<file path="src/rtl/shift_arbiter.sv">
// ---------------------------------------------------------------------------
// shift_arbiter
//
// Shares one combinational 32-bit barrel shifter between two requesters.
// Requests use valid/ready. Arbitration is round-robin, or fixed-priority
// (requester 0 wins) when FIXED_PRIO=1. An accepted request's operands are
// registered. The shifter result is presented the next cycle and held until
// the consumer accepts it. Back-to-back throughput is one result per cycle.
//
// Parameters:
//   FIXED_PRIO  1: requester 0 always wins a conflict, 0: round-robin
//   RESET_LAST  last-grant pointer value after reset
//
// Ports:
//   clk, rst_n                       clock (rising edge), async active-low reset
//   reqX_valid / reqX_ready          request handshake, X = 0, 1
//   reqX_a [31:0]                    operand
//   reqX_n [4:0]                     shift amount
//   reqX_funct [1:0]                 0 SLL, 2 SRL, 3 SRA, 1 reserved (result 0)
//   rsp_valid / rsp_ready            response handshake
//   rsp_data [31:0]                  shift result
//   rsp_id                           requester that owns rsp_data
//   busy                             high while a result is held
// ---------------------------------------------------------------------------
module shift_arbiter #(
   parameter bit FIXED_PRIO = 1'b0,
   parameter bit RESET_LAST = 1'b1
) (
   input  logic        clk,
   input  logic        rst_n,

   input  logic        req0_valid,
   output logic        req0_ready,
   input  logic [31:0] req0_a,
   input  logic [4:0]  req0_n,
   input  logic [1:0]  req0_funct,

   input  logic        req1_valid,
   output logic        req1_ready,
   input  logic [31:0] req1_a,
   input  logic [4:0]  req1_n,
   input  logic [1:0]  req1_funct,

   output logic        rsp_valid,
   input  logic        rsp_ready,
   output logic [31:0] rsp_data,
   output logic        rsp_id,
   output logic        busy
);

   typedef enum logic {
      IDLE = 1'b0,
      HOLD = 1'b1
   } state_e;

   localparam logic [1:0] FUNCT_SLL = 2'd0;
   localparam logic [1:0] FUNCT_SRL = 2'd2;
   localparam logic [1:0] FUNCT_SRA = 2'd3;

   state_e      state_q, state_d;
   logic [31:0] a_q, a_d;
   logic [4:0]  n_q, n_d;
   logic [1:0]  funct_q, funct_d;
   logic        id_q, id_d;
   logic        last_q, last_d;

   logic        can_accept;
   logic        grant;
   logic        accept;

   // ------------------------------------------------------------------------
   // Arbitration and readiness
   // ------------------------------------------------------------------------
   // A held result can be replaced in the same cycle it is consumed, which is
   // what gives one result per cycle under back-to-back traffic.
   assign can_accept = (state_q == IDLE) || ((state_q == HOLD) && rsp_ready);

   always_comb begin
      // NOTE: every always_comb output gets a default first so that no path
      // leaves it unassigned and infers a latch.
      grant = 1'b0;
      if (req0_valid && req1_valid) begin
         // Round-robin: the requester that did not win last time.
         grant = FIXED_PRIO ? 1'b0 : ~last_q;
      end else if (req1_valid) begin
         grant = 1'b1;
      end
   end

   // Gated by rst_n so that neither requester sees ready while in reset.
   assign req0_ready = rst_n && can_accept && req0_valid && (grant == 1'b0);
   assign req1_ready = rst_n && can_accept && req1_valid && (grant == 1'b1);
   assign accept     = req0_ready || req1_ready;

   // ------------------------------------------------------------------------
   // State register
   // ------------------------------------------------------------------------
   always_ff @(posedge clk or negedge rst_n) begin
      if (!rst_n) begin
         state_q <= IDLE;
         a_q     <= '0;
         n_q     <= '0;
         funct_q <= FUNCT_SLL;
         id_q    <= 1'b0;
         last_q  <= RESET_LAST;
      end else begin
         // NOTE: sequential state uses non-blocking assignments so every
         // register samples its next value from the same pre-edge snapshot.
         state_q <= state_d;
         a_q     <= a_d;
         n_q     <= n_d;
         funct_q <= funct_d;
         id_q    <= id_d;
         last_q  <= last_d;
      end
   end

   // ------------------------------------------------------------------------
   // Next-state logic
   // ------------------------------------------------------------------------
   always_comb begin
      state_d = state_q;
      a_d     = a_q;
      n_d     = n_q;
      funct_d = funct_q;
      id_d    = id_q;
      last_d  = last_q;

      if (accept) begin
         state_d = HOLD;
         id_d    = grant;
         last_d  = grant;
         if (grant) begin
            a_d     = req1_a;
            n_d     = req1_n;
            funct_d = req1_funct;
         end else begin
            a_d     = req0_a;
            n_d     = req0_n;
            funct_d = req0_funct;
         end
      end else if ((state_q == HOLD) && rsp_ready) begin
         state_d = IDLE;
      end
   end

   // ------------------------------------------------------------------------
   // Outputs
   // ------------------------------------------------------------------------
   always_comb begin
      rsp_valid = (state_q == HOLD);
      busy      = (state_q == HOLD);
      rsp_id    = id_q;
   end

   // Shifter operates on the registered operands, so rsp_data is stable for
   // as long as the operands are held.
   always_comb begin
      rsp_data = '0;
      unique case (funct_q)
         FUNCT_SLL: rsp_data = a_q << n_q;
         FUNCT_SRL: rsp_data = a_q >> n_q;
         FUNCT_SRA: rsp_data = $unsigned($signed(a_q) >>> n_q);
         default:   rsp_data = '0;
      endcase
   end

endmodule

</file>
<file path="config.mk">
export PLATFORM = sky130hd
export DESIGN_NAME = shift_arbiter
export DESIGN_NICKNAME = d
export VERILOG_FILES = /design/src/rtl/shift_arbiter.sv
export SDC_FILE = /design/constraint.sdc
export NUM_CORES = 1
export LEC_CHECK = 0
export ABC_AREA = 0
export BUFFER_PORTS_ARGS = -buffer_cell sky130_fd_sc_hd__buf_2
export CAP_MARGIN = 5
export CORE_MARGIN = 2
export CORE_UTILIZATION = 60
export CTS_CLUSTER_DIAMETER = 150
export CTS_CLUSTER_SIZE = 12
export DETAILED_ROUTE_END_ITERATION = 8
export PLACE_DENSITY_LB_ADDON = 0.15
export SYNTH_ARGS = -nofsm -noshare
export SYNTH_HDL_FRONTEND = slang
export SYNTH_SLANG_ARGS = --single-unit
</file>
<file path="constraint.sdc">
create_clock -name clk -period 3.6 [get_ports clk]
set_input_delay 0.72 -clock clk [delete_from_list [all_inputs] [get_ports clk]]
set_output_delay 0.72 -clock clk [all_outputs]
set_load 0.05 [all_outputs]
</file>
==> metrics.md, run 1 <==
| Metric | Value |
|---|---|
| Status | `complete, no violations` |
| Sw Ratio | `between 50% and 60%` |
| Hold crit path type | `primary input to async pin` |
| Chip Height | `~100 µm` |
| Area share of the largest cell type after synthesis | `approximately 18%` |
| Filler Cell Count | `~670` |
| Global-route wire length before repair | `roughly 32 mm` |
| Post-Synthesis Cell Area | `around 5600 µm²` |
| Clk sinks | `42` |
| DPL Wire Length | `roughly 16 mm` |
| End of the worst register-to-register path | `a_q[14]$_DFFE_PN0P_` |
| Crit share post-route | `roughly 100%` |
| Worst slew pin tran | `between 0.8 and 0.9 ns` |
| Max Cap Violations | `0` |
| H-tree depth | `2` |
| DRT antenna net count | `0` |
| 1st-pass router iterations | `6` |
| Syn_nets | `between 600 and 700` |
| Switching pwr | `about 2.5 mW` |
| Tmin final | `approximately 3.6 ns` |
| Synth Flop Type | `dfrtp_1` |
| Final Power | `4.35 mW` |
| Synth warn | `0` |
| Maximum VDD drop | `about 0.37 mV` |
| Clock Latency Late Sink | `0.32 ns` |
| Clk slew on worst S/H paths | `about 0.090 ns` |
| Logic pwr share | `between 70% and 80%` |
| Clk pwr share | `7.8%` |
| Synth unique cells | `59` |
| Aggregate global-route resource usage | `41.3%` |
| P per Cell Area | `~660 nW/µm²` |
| Largest fanout on the critical path | `10` |
| Clk_skew | `0.00963 ns` |
| Rel. slew slack | `between 40% and 50%` |
| Data arrival, critical path | `2.87 ns` |
| Flop pwr share | `approximately a fifth` |
| CP required | `2.88 ns` |
| Routed via count | `a little over 6,000` |
| Final #Nets | `803` |
| R2R Path Start | `last_q$_DFFE_PN1P_` |
| R2R depth | `4` |
| CTS root buf | `clkbuf_8` |
| Leakage | `about 2.8 nW` |
| Antenna violations before repair | `0` |
| Row count | `35` |
| Core box area | `9150 µm²` |
| Largest area contributor in the netlist | `dfrtp_1` |
| Diode count | `0` |
| Count leader, synth | `mux2i_1` |
| Port Buf Inserts | `approximately 120` |
| Sequential fraction of the synthesis area | `about a fifth` |
| Internal power | `1.89 mW` |
| # IOs | `between 100 and 150` |
| List of most frequent post-synthesis cells | `92 x mux2i_1, 78 x nand2_1, 65 x o21ai_0` |
| Pins Over Slew Limit | `0` |
| CTS tree | `yes` |
| Pin count of the biggest net entering global routing | `44` |
| Grt total ovfl | `0` |
| Synthesized instance count | `611` |
| Vias in the first global route | `~5,500` |
| Initial Util | `between 60% and 70%` |
| Final Util | `between 70% and 80%` |
| Ys async rst share | `100%` |
| Final hold vios | `0` |
| Layout cell share with drive strength beyond 1 | `34.4%` |
| Yosys reg bits | `between 40 and 50` |
| Synth area leaders | `dfrtp_1 18%, mux4_2 17%, mux2i_1 16%` |
| Worst-case clock buffer depth | `2` |
| Reg2Reg Setup Slack | `between 1.5 and 2 ns` |
| Die footprint | `a little over 10,000 µm²` |
| Setup-failing EPs final | `0` |
| Setup CP Type | `register to output port` |
| Placer Congestion | `1.02` |
| Via density | `about 7.3` |
| Post-synthesis area per instance | `a little over 9 µm²` |
| Detailed Route WL | `21.4 mm` |
| Post-synth EDFFs | `0` |
| Total CTS buffers | `5` |
| WL/cell | `~26 µm` |
| Area growth from synthesis to layout | `16.6%` |
| Fmax | `278 MHz` |
| Initial DRC Count | `around 860` |
| Startpoint Class | `register` |
| CP endpoint kind | `output port` |
| DIE WIDTH | `around 100 µm` |
| # DRC | `0` |
[power by group through the flow]
stage	sequential [mW]	clock, mW	combinational [mW]
after floorplan	0.686	0	2.27
after global placement	0.792	0	3.01
after detailed placement	0.810	0	3.04
after CTS	0.802	0.339	3.06
after global routing	0.837	0.362	3.30
final	0.819	0.341	3.19
[layer usage]
metal / global-route usage (%) / up-vias / wire (µm)
li1: - / 2587 / -
met1: 58.2 / 2852 / 7960
met2: 64.7 / 522 / 9700
met3: 7.07 / 114 / 2600
met4: 14.3 / 0 / 1170
met5: 0 / - / 0
[stage by stage]
stage	TNS (ns)	cells	cell area (µm²)	hold WS, ns	worst slack, ns
after floorplan	0	611	5630	0.424	0.151
after global placement	0	820	6420	0.455	0.377
after detailed placement	0	820	6420	0.472	0.354
after CTS	0	828	6510	0.368	0.00752
after global routing	-0.0304	832	6560	0.380	-0.0135
final	0	832	6560	0.376	0.00587
[sequential cells by signal, indices dropped and copies added (netlist names)]
| name | count |
|---|---|
| a_q | 32 |
| busy | 1 |
| funct_q | 2 |
| last_q | 1 |
| n_q | 5 |
| rsp_id | 1 |
[cell type report]
| cell class | instances | area [µm²] | area share (%) |
|---|---|---|---|
| clock buffers | 6 | 72.6 | 1.11 |
| clock inverters | 2 | 15.0 | 0.229 |
| inverters | 7 | 26.3 | 0.401 |
| multi-input cells | 501 | 4270 | 65.1 |
| flip-flops and latches | 42 | 1060 | 16.1 |
| well taps | 111 | 139 | 2.12 |
| repair buffers | 163 | 980 | 14.9 |
[worst max-delay path, cell delays in order (launching register included)]
cell	delay [ns]
dfrtp_4	0.57
buf_4	0.17
buf_4	0.14
mux4_1	0.40
mux2i_1	0.12
mux2_2	0.29
and3_1	0.20
a2111oi_2	0.34
buf_2	0.33
[placed cells by master, fill, tap and decap left out, types with 8 or more instances in the layout]
master    count
mux4_1       11
mux2_2       21
o21ai_0      65
nor2_1       39
mux2i_1      92
nand3_1       8
nor3_1       13
dfrtp_1      38
buf_4        39
o211ai_1     13
nand2_1      78
buf_2       119
mux4_2       43
a21oi_1      23
[repair_timing]
action                                 CTS  global route
setup buffers                            0             4
gates resized for setup                  0             3
setup endpoints to repair                0            15
hold buffers                             0             0
endpoints found under the hold margin    0             0
[worst max path at each step]
stage / from / end / slack [ns]
after floorplan: n_q[0]$_DFFE_PN0P_ / rsp_data[1] / 0.15
after global placement: n_q[0]$_DFFE_PN0P_ / rsp_data[12] / 0.38
after detailed placement: n_q[0]$_DFFE_PN0P_ / rsp_data[17] / 0.35
after CTS: n_q[0]$_DFFE_PN0P_ / rsp_data[17] / 0.008
after global routing: n_q[0]$_DFFE_PN0P_ / rsp_data[12] / -0.01
final: n_q[0]$_DFFE_PN0P_ / rsp_data[12] / 0.006
[kinds of logic (layout without fill, tap and decap cells)]
| family | after synthesis | after routing | share of synthesized area [%] |
|---|---|---|---|
| multiplexers | 167 | 167 | 42.9 |
| AO/OA/AOI/OAI | 172 | 172 | 19.8 |
| flip-flops | 42 | 42 | 18.7 |
| buffers and inverters | 68 | 178 | 6.12 |
| AND/OR/NAND/NOR | 162 | 162 | 12.5 |
(Power assumes the default switching activity.)
==> run 2: changes to the inputs <==
Settings changed: CORE_UTILIZATION 60 to 40, RECOVER_POWER set to 25, SLEW_MARGIN set to 15.
==> metrics.md, run 2 (synthesis gave the netlist of run 1 again) <==
| Metric | Value |
|---|---|
| Final hold vios | `0 (unchanged)` |
| Reg2Reg Setup Slack | `1.73 ns (+0.18 ns)` |
| Cts hold-fix bufs | `0 (unchanged)` |
| Final #Nets | `816 (+1.6%)` |
| Final Util | `49.0% (-23 points)` |
| CP required | `2.88 ns (about the same)` |
| CP endpoint kind | `output port` |
| Status | `complete, but fails checks` |
| Pin count of the biggest net entering global routing | `44 (unchanged)` |
| Chip Height | `123 µm (+22%)` |
| 1st-pass router iterations | `5 (-1)` |
| R2R depth | `4 (unchanged)` |
| Diode count | `0 (unchanged)` |
| Via density | `6.32 (-13%)` |
| Layout cell share with drive strength beyond 1 | `35.0% (+0.62 points)` |
| Setup CP Type | `register to output port` |
| Grt total ovfl | `0 (unchanged)` |
| Commonest non-fill, non-tap cell in the layout | `buf_2` |
| Row count | `43 (+23%)` |
| Core box area | `13,800 µm² (+51%)` |
| Vias in the first global route | `5,351 (-2.0%)` |
| DIE WIDTH | `123 µm (+22%)` |
| Initial Util | `40.7% (-21 points)` |
| Clk sinks | `42 (unchanged)` |
| Fmax | `287 MHz (+3.3%)` |
| Placer Congestion | `0.944 (-7.2%)` |
| CTS root buf | `clkbuf_16` |
| RSZ-0062 raised after global routing | `false` |
| Tmin final | `3.48 ns (-0.114 ns)` |
| Initial DRC Count | `657 (-23%)` |
| Hold crit path type | `register to register` |
| Crit share post-route | `96.7% (-3.2 points)` |
| Startpoint Class | `register` |
| P per Cell Area | `664 nW/µm² (+0.15%)` |
| DPL Wire Length | `16.7 mm (+4.6%)` |
| CTS tree | `yes` |
| Clk_skew | `0.00526 ns (-0.00437 ns)` |
| Largest fanout on the critical path | `11 (+1)` |
| Routed via count | `5,775 (-4.9%)` |
| Clk slew on worst S/H paths | `0.07 ns (-0.02 ns)` |
| Data arrival, critical path | `2.76 ns (-0.11 ns)` |
| Maximum VDD drop | `0.259 mV (-30%)` |
| Failing checks | `max-capacitance violations, max-slew violations` |
| Clock Latency Late Sink | `0.30 ns (-0.02 ns)` |
| Area growth from synthesis to layout | `20.6%` |
| Port Buf Inserts | `119 (unchanged)` |
| Die footprint | `15,000 µm² (+48%)` |
| Worst-case clock buffer depth | `2 (unchanged)` |
| Pins Over Slew Limit | `43 (+43)` |
| Setup TNS | `0 ns (unchanged)` |
| Rel. slew slack | `-54.4% (-100 points)` |
| Setup-failing EPs final | `0 (unchanged)` |
| Global-route wire length before repair | `32.4 mm (+2.1%)` |
| Detailed Route WL | `21.1 mm (-1.3%)` |
| Aggregate global-route resource usage | `28.5% (-13 points)` |
| Hold path depth | `1` |
| Top flop regs | `a_q (32), n_q (5), funct_q (2)` |
| Total CTS buffers | `5 (unchanged)` |
| # DRC | `0 (unchanged)` |
| Max reg flops | `32 (unchanged)` |
| Worst slew pin tran | `2.32 ns (+1.50 ns)` |
| Antenna violations before repair | `0 (unchanged)` |
| Max Cap Violations | `1 (+1)` |
| # IOs | `120 (unchanged)` |
| WL/cell | `23.1 µm (-10%)` |
| H-tree depth | `2 (unchanged)` |
| DRT antenna net count | `0 (unchanged)` |
| Leakage | `2.92 nW (+2.8%)` |
| Most frequent cells in the layout | `118 x buf_2, 92 x mux2i_1, 78 x nand2_1, 64 x o21ai_0, 52 x buf_4` |
| Largest Register | `a_q` |
==> run 2: worst paths after layout <==
kind / end / startpoint
max: rsp_data[30] / n_q[0]$_DFFE_PN0P_
max in group asynchronous: n_q[0]$_DFFE_PN0P_ / rst_n
min reg2reg: rsp_id$_DFFE_PN0P_ / rsp_id$_DFFE_PN0P_
min in group asynchronous: busy$_DFFE_PN0P_ / rst_n
min: rsp_id$_DFFE_PN0P_ / rsp_id$_DFFE_PN0P_
max reg2reg: n_q[0]$_DFFE_PN0P_ / last_q$_DFFE_PN1P_
==> run 2: repair_timing <==
item                                    CTS  global route
buffers inserted                          0             8
endpoints found under the setup margin    0            11
gates resized for setup                   0             2
==> run 2: cell type report <==
cell class              count  area (µm²)
inverters                   7        26.3
clock buffers               6         129
fillers                  1329        7050
well taps                 180         225
flip-flops and latches     42        1060
multi-input cells         501        4250
repair buffers            176        1070
clock inverters             2        15.0
==> run 2: report_power, final <==
part           internal (mW)  switching [mW]
clock network          0.258           0.213
registers              0.567           0.236
logic                   1.23            1.99
total                   2.06            2.44
==> run 2: critical path, cell delays in order, from the launching register on <==
cell	delay (ns)
dfrtp_4	0.52
buf_4	0.18
buf_4	0.12
mux4_2	0.55
mux2i_1	0.33
nor2_1	0.07
a21o_1	0.18
a211o_1	0.30
buf_2	0.21
==> run 2: layer usage <==
layer	vias to the layer above	share of wire, %	GRT usage, %
met5	-	0	0
met4	0	3.2	9.34
met3	54	8.6	4.93
met2	306	45	43.1
met1	2793	44	41.4
li1	2622	-	-
==> run 2: stage by stage <==
step                      worst slack, ns  hold WS [ns]  total power, mW  instances  instance area, µm²
final                               0.120         0.478             4.50        914                6780
after detailed placement            0.349         0.463             3.96        898                6580
after floorplan                     0.151         0.424             2.95        611                5630
after global routing             0.000974         0.489             4.72        914                6780
after CTS                          0.0154         0.477             4.44        906                6720
after global placement              0.352         0.457             3.97        898                6580
==> run 3: changes to the inputs <==
Settings changed: ABC_AREA 0 to 1, CORE_MARGIN 2 to 1.5, SETUP_SLACK_MARGIN set to 0.2.
==> metrics.md, run 3 <==
| Metric | Value |
|---|---|
| Status | `complete, but fails checks` |
| Failing checks | `max-capacitance violations, max-slew violations` |
| Logic pwr share | `76.1% (+4.4 points)` |
| Sequential fraction of the synthesis area | `18.5% (-0.25 points)` |
| Worst-path cell with the longest stage delay | `dfrtp_1` |
| CTS tree | `yes` |
| Setup TNS | `0 ns (unchanged)` |
| Worst path cell trace | `buf_12, nand2_1, nand2_1, nand2_1, o21ai_0, nand2_1, nand2_1, nand2_1, o21ai_0, nand2_1, nand2_1, buf_2` |
| Core box area | `13,900 µm² (+0.39%)` |
| DRT antenna net count | `0 (unchanged)` |
| DIE WIDTH | `122 µm (-0.15%)` |
| Clk sinks | `42 (unchanged)` |
| Initial DRC Count | `1,042 (+59%)` |
| Cts hold-fix bufs | `0 (unchanged)` |
| Via density | `5.71 (-9.7%)` |
| # DRC | `0 (unchanged)` |
| Worst Setup SP | `n_q[0]$_DFFE_PN0P_` |
| P per Cell Area | `905 nW/µm² (+36%)` |
| Largest Register | `a_q` |
| Worst Setup EP | `rsp_data[13]` |
| Total CTS buffers | `5 (unchanged)` |
| RSZ-0062 raised after global routing | `false` |
| Pins Over Slew Limit | `43 (unchanged)` |
| R2R depth | `9 (+5)` |
| List of most frequent post-synthesis cells | `330 x nand3_1, 322 x nand2_1, 63 x nor2_1` |
| Chip Height | `122 µm (-0.15%)` |
| Post-Synthesis Cell Area | `5700 µm² (+1.4%)` |
| CP Buf/Inv Count | `2 (-1)` |
| Synth area leaders | `nand3_1 29%, nand2_1 21%, dfrtp_1 18%` |
| Worst-case clock buffer depth | `2 (unchanged)` |
| Aggregate global-route resource usage | `28.9% (+0.32 points)` |
| Layout cell share with drive strength beyond 1 | `18.2% (-17 points)` |
| Antenna violations before repair | `0 (unchanged)` |
| Worst slew pin tran | `2.29 ns (-0.0303 ns)` |
| Vias in the first global route | `6,317 (+18%)` |
| Yosys reg bits | `42 (unchanged)` |
| Clk slew on worst S/H paths | `0.06 ns (about the same)` |
| Post-DP Area | `6290 µm² (-4.3%)` |
| Placer Congestion | `0.980 (+3.8%)` |
| End of the worst register-to-register path | `funct_q[1]$_DFFE_PN0P_` |
| Count leader, synth | `nand3_1` |
| Area share of the largest cell type after synthesis | `29.0% (+11 points)` |
| R2R Path Start | `last_q$_DFFE_PN1P_` |
| Cell class contributing the biggest share of worst-path delay | `simple AND/OR/NAND/NOR gates` |
| Post-synthesis area per instance | `5.62 µm² (-39%)` |
| # IOs | `120 (unchanged)` |
| Row count | `43 (unchanged)` |
| Grt total ovfl | `0 (unchanged)` |
| Commonest non-fill, non-tap cell in the layout | `nand3_1` |
| Sw Ratio | `62.7% (+8.4 points)` |
| Setup-failing EPs final | `0 (unchanged)` |
| Largest fanout on the critical path | `26 (+15)` |
| Initial Util | `41.1% (+0.40 points)` |
| Max reg flops | `32 (unchanged)` |
| Flop pwr share | `14.8% (-3.0 points)` |
| Final #Nets | `1,164 (+43%)` |
| Detailed Route WL | `20.8 mm (-1.5%)` |
| Data arrival, critical path | `2.45 ns (-0.31 ns)` |
| 1st-pass router iterations | `6 (+1)` |
| Setup Buffers After CTS | `0 (unchanged)` |
| Clk pwr share | `9.1% (-1.4 points)` |
| Diode count | `0 (unchanged)` |
| Design Area, Final | `6450 µm² (-4.8%)` |
| Final hold vios | `0 (unchanged)` |
| Clock Latency Late Sink | `0.30 ns (about the same)` |
| DPL Wire Length | `15.7 mm (-5.6%)` |
| Critical path's largest stage delay | `0.67 ns (+0.12 ns)` |
| Clk_skew | `0.00632 ns (+0.00106 ns)` |
| Ys async rst share | `100% (unchanged)` |
| Final Power | `5.84 mW (+30%)` |
| Tmin final | `3.17 ns (-0.310 ns)` |
| CP endpoint kind | `output port` |
| Largest area contributor in the netlist | `nand3_1` |
| CP required | `2.88 ns (about the same)` |
| Setup CP Type | `register to output port` |
| Max Cap Violations | `1 (unchanged)` |
| Synth Flop Type | `dfrtp_1` |
| Startpoint Class | `register` |
| Maximum VDD drop | `0.290 mV (+12%)` |
| Top cell by count, worst path | `nand2_1` |
| Reg2Reg Setup Slack | `1.48 ns (-0.25 ns)` |
| Most frequent cells in the layout | `330 x nand3_1, 322 x nand2_1, 118 x buf_2, 63 x nor2_1, 40 x a31oi_1` |
| CP Depth | `12 (+4)` |
| Internal power | `2.18 mW (+5.9%)` |
| Area growth from synthesis to layout | `13.2%` |
| Syn_nets | `1,097 (+58%)` |
| Synthesized instance count | `1,014 (+66%)` |
| Synth warn | `0 (unchanged)` |
| WL/cell | `16.5 µm (-29%)` |
| Die footprint | `15,000 µm² (-0.30%)` |
| Post-synth EDFFs | `0 (unchanged)` |
| Hold crit path type | `register to register` |
| Global-route wire length before repair | `33.8 mm (+4.1%)` |
| Port Buf Inserts | `119 (unchanged)` |
| Leakage | `3.28 nW (+12%)` |
| Min-delay src | `last_q$_DFFE_PN1P_` |
| Pin count of the biggest net entering global routing | `73 (+66%)` |
| Crit share post-route | `88.1% (-8.6 points)` |
| Rel. slew slack | `-52.4% (+2.0 points)` |
| Top flop regs | `a_q (32), n_q (5), funct_q (2)` |
| Post-CTS sizing | `0 (unchanged)` |
| Routed via count | `7,202 (+25%)` |
| Switching pwr | `3.66 mW (+50%)` |
| H-tree depth | `2 (unchanged)` |
| Synth unique cells | `33 (-44%)` |
| CTS root buf | `clkbuf_16` |
| Fmax | `315 MHz (+9.8%)` |
## run 3: layout make-up
| class | count | area (µm²) |
|---|---|---|
| Tap cell | 180 | 225 |
| Multi-Input combinational cell | 853 | 4020 |
| Inverter | 41 | 163 |
| Fill cell | 1604 | 7430 |
| Timing Repair Buffer | 138 | 821 |
| Clock buffer | 6 | 129 |
| Sequential cell | 42 | 1050 |
| Clock inverter | 2 | 37.5 |
## run 3: metal layers
| layer | vias up | global-route usage, % | wire length [µm] |
|---|---|---|---|
| li1 | 3575 | - | - |
| met5 | - | 0 | 0 |
| met2 | 353 | 42.9 | 8940 |
| met1 | 3236 | 42.5 | 9530 |
| met4 | 0 | 10.2 | 628 |
| met3 | 38 | 3.76 | 1730 |
## run 3: cells by family (layout without fill, tap and decap cells)
group,Yosys count,in the layout,synth area share (%)
and+or+nand+nor,767,767,61.3
buffers and inverters,119,187,11.0
AOI/OAI and AO/OA,86,86,9.24
DFF,42,42,18.5
## run 3: worst min-delay path by stage
stage / endpoint / slack [ns] / depth (start not counted)
after detailed placement: last_q$_DFFE_PN1P_ / 0.46 / 2
final: last_q$_DFFE_PN1P_ / 0.46 / 2
after floorplan: a_q[0]$_DFFE_PN0P_ / 0.42 / 0
after global placement: last_q$_DFFE_PN1P_ / 0.46 / 2
after CTS: last_q$_DFFE_PN1P_ / 0.47 / 2
after global routing: last_q$_DFFE_PN1P_ / 0.49 / 2
## run 3: power groups by stage
stage	clock network, mW	registers [mW]	logic [mW]
after floorplan	0	0.730	3.48
after global placement	0	0.870	4.37
after detailed placement	0	0.873	4.37
after CTS	0.538	0.864	4.38
after global routing	0.554	0.884	4.88
final	0.529	0.865	4.45
## run 3: worst min-delay path: cells and delay by family, from the launching register on
family / cells / cell delay [ns]
flip-flops: 1 / 0.37
AND/OR/NAND/NOR: 2 / 0.09
## run 3: through the flow
step                      worst slack (ns)  instances  hold WS (ns)  utilization [%]
after floorplan                      0.995       1014         0.424                -
after global placement               0.805       1254         0.456             45.3
after detailed placement             0.767       1254         0.457             45.3
after CTS                            0.433       1262         0.466             46.5
after global routing                 0.209       1262         0.486             46.5
final                                0.430       1262         0.462             46.5
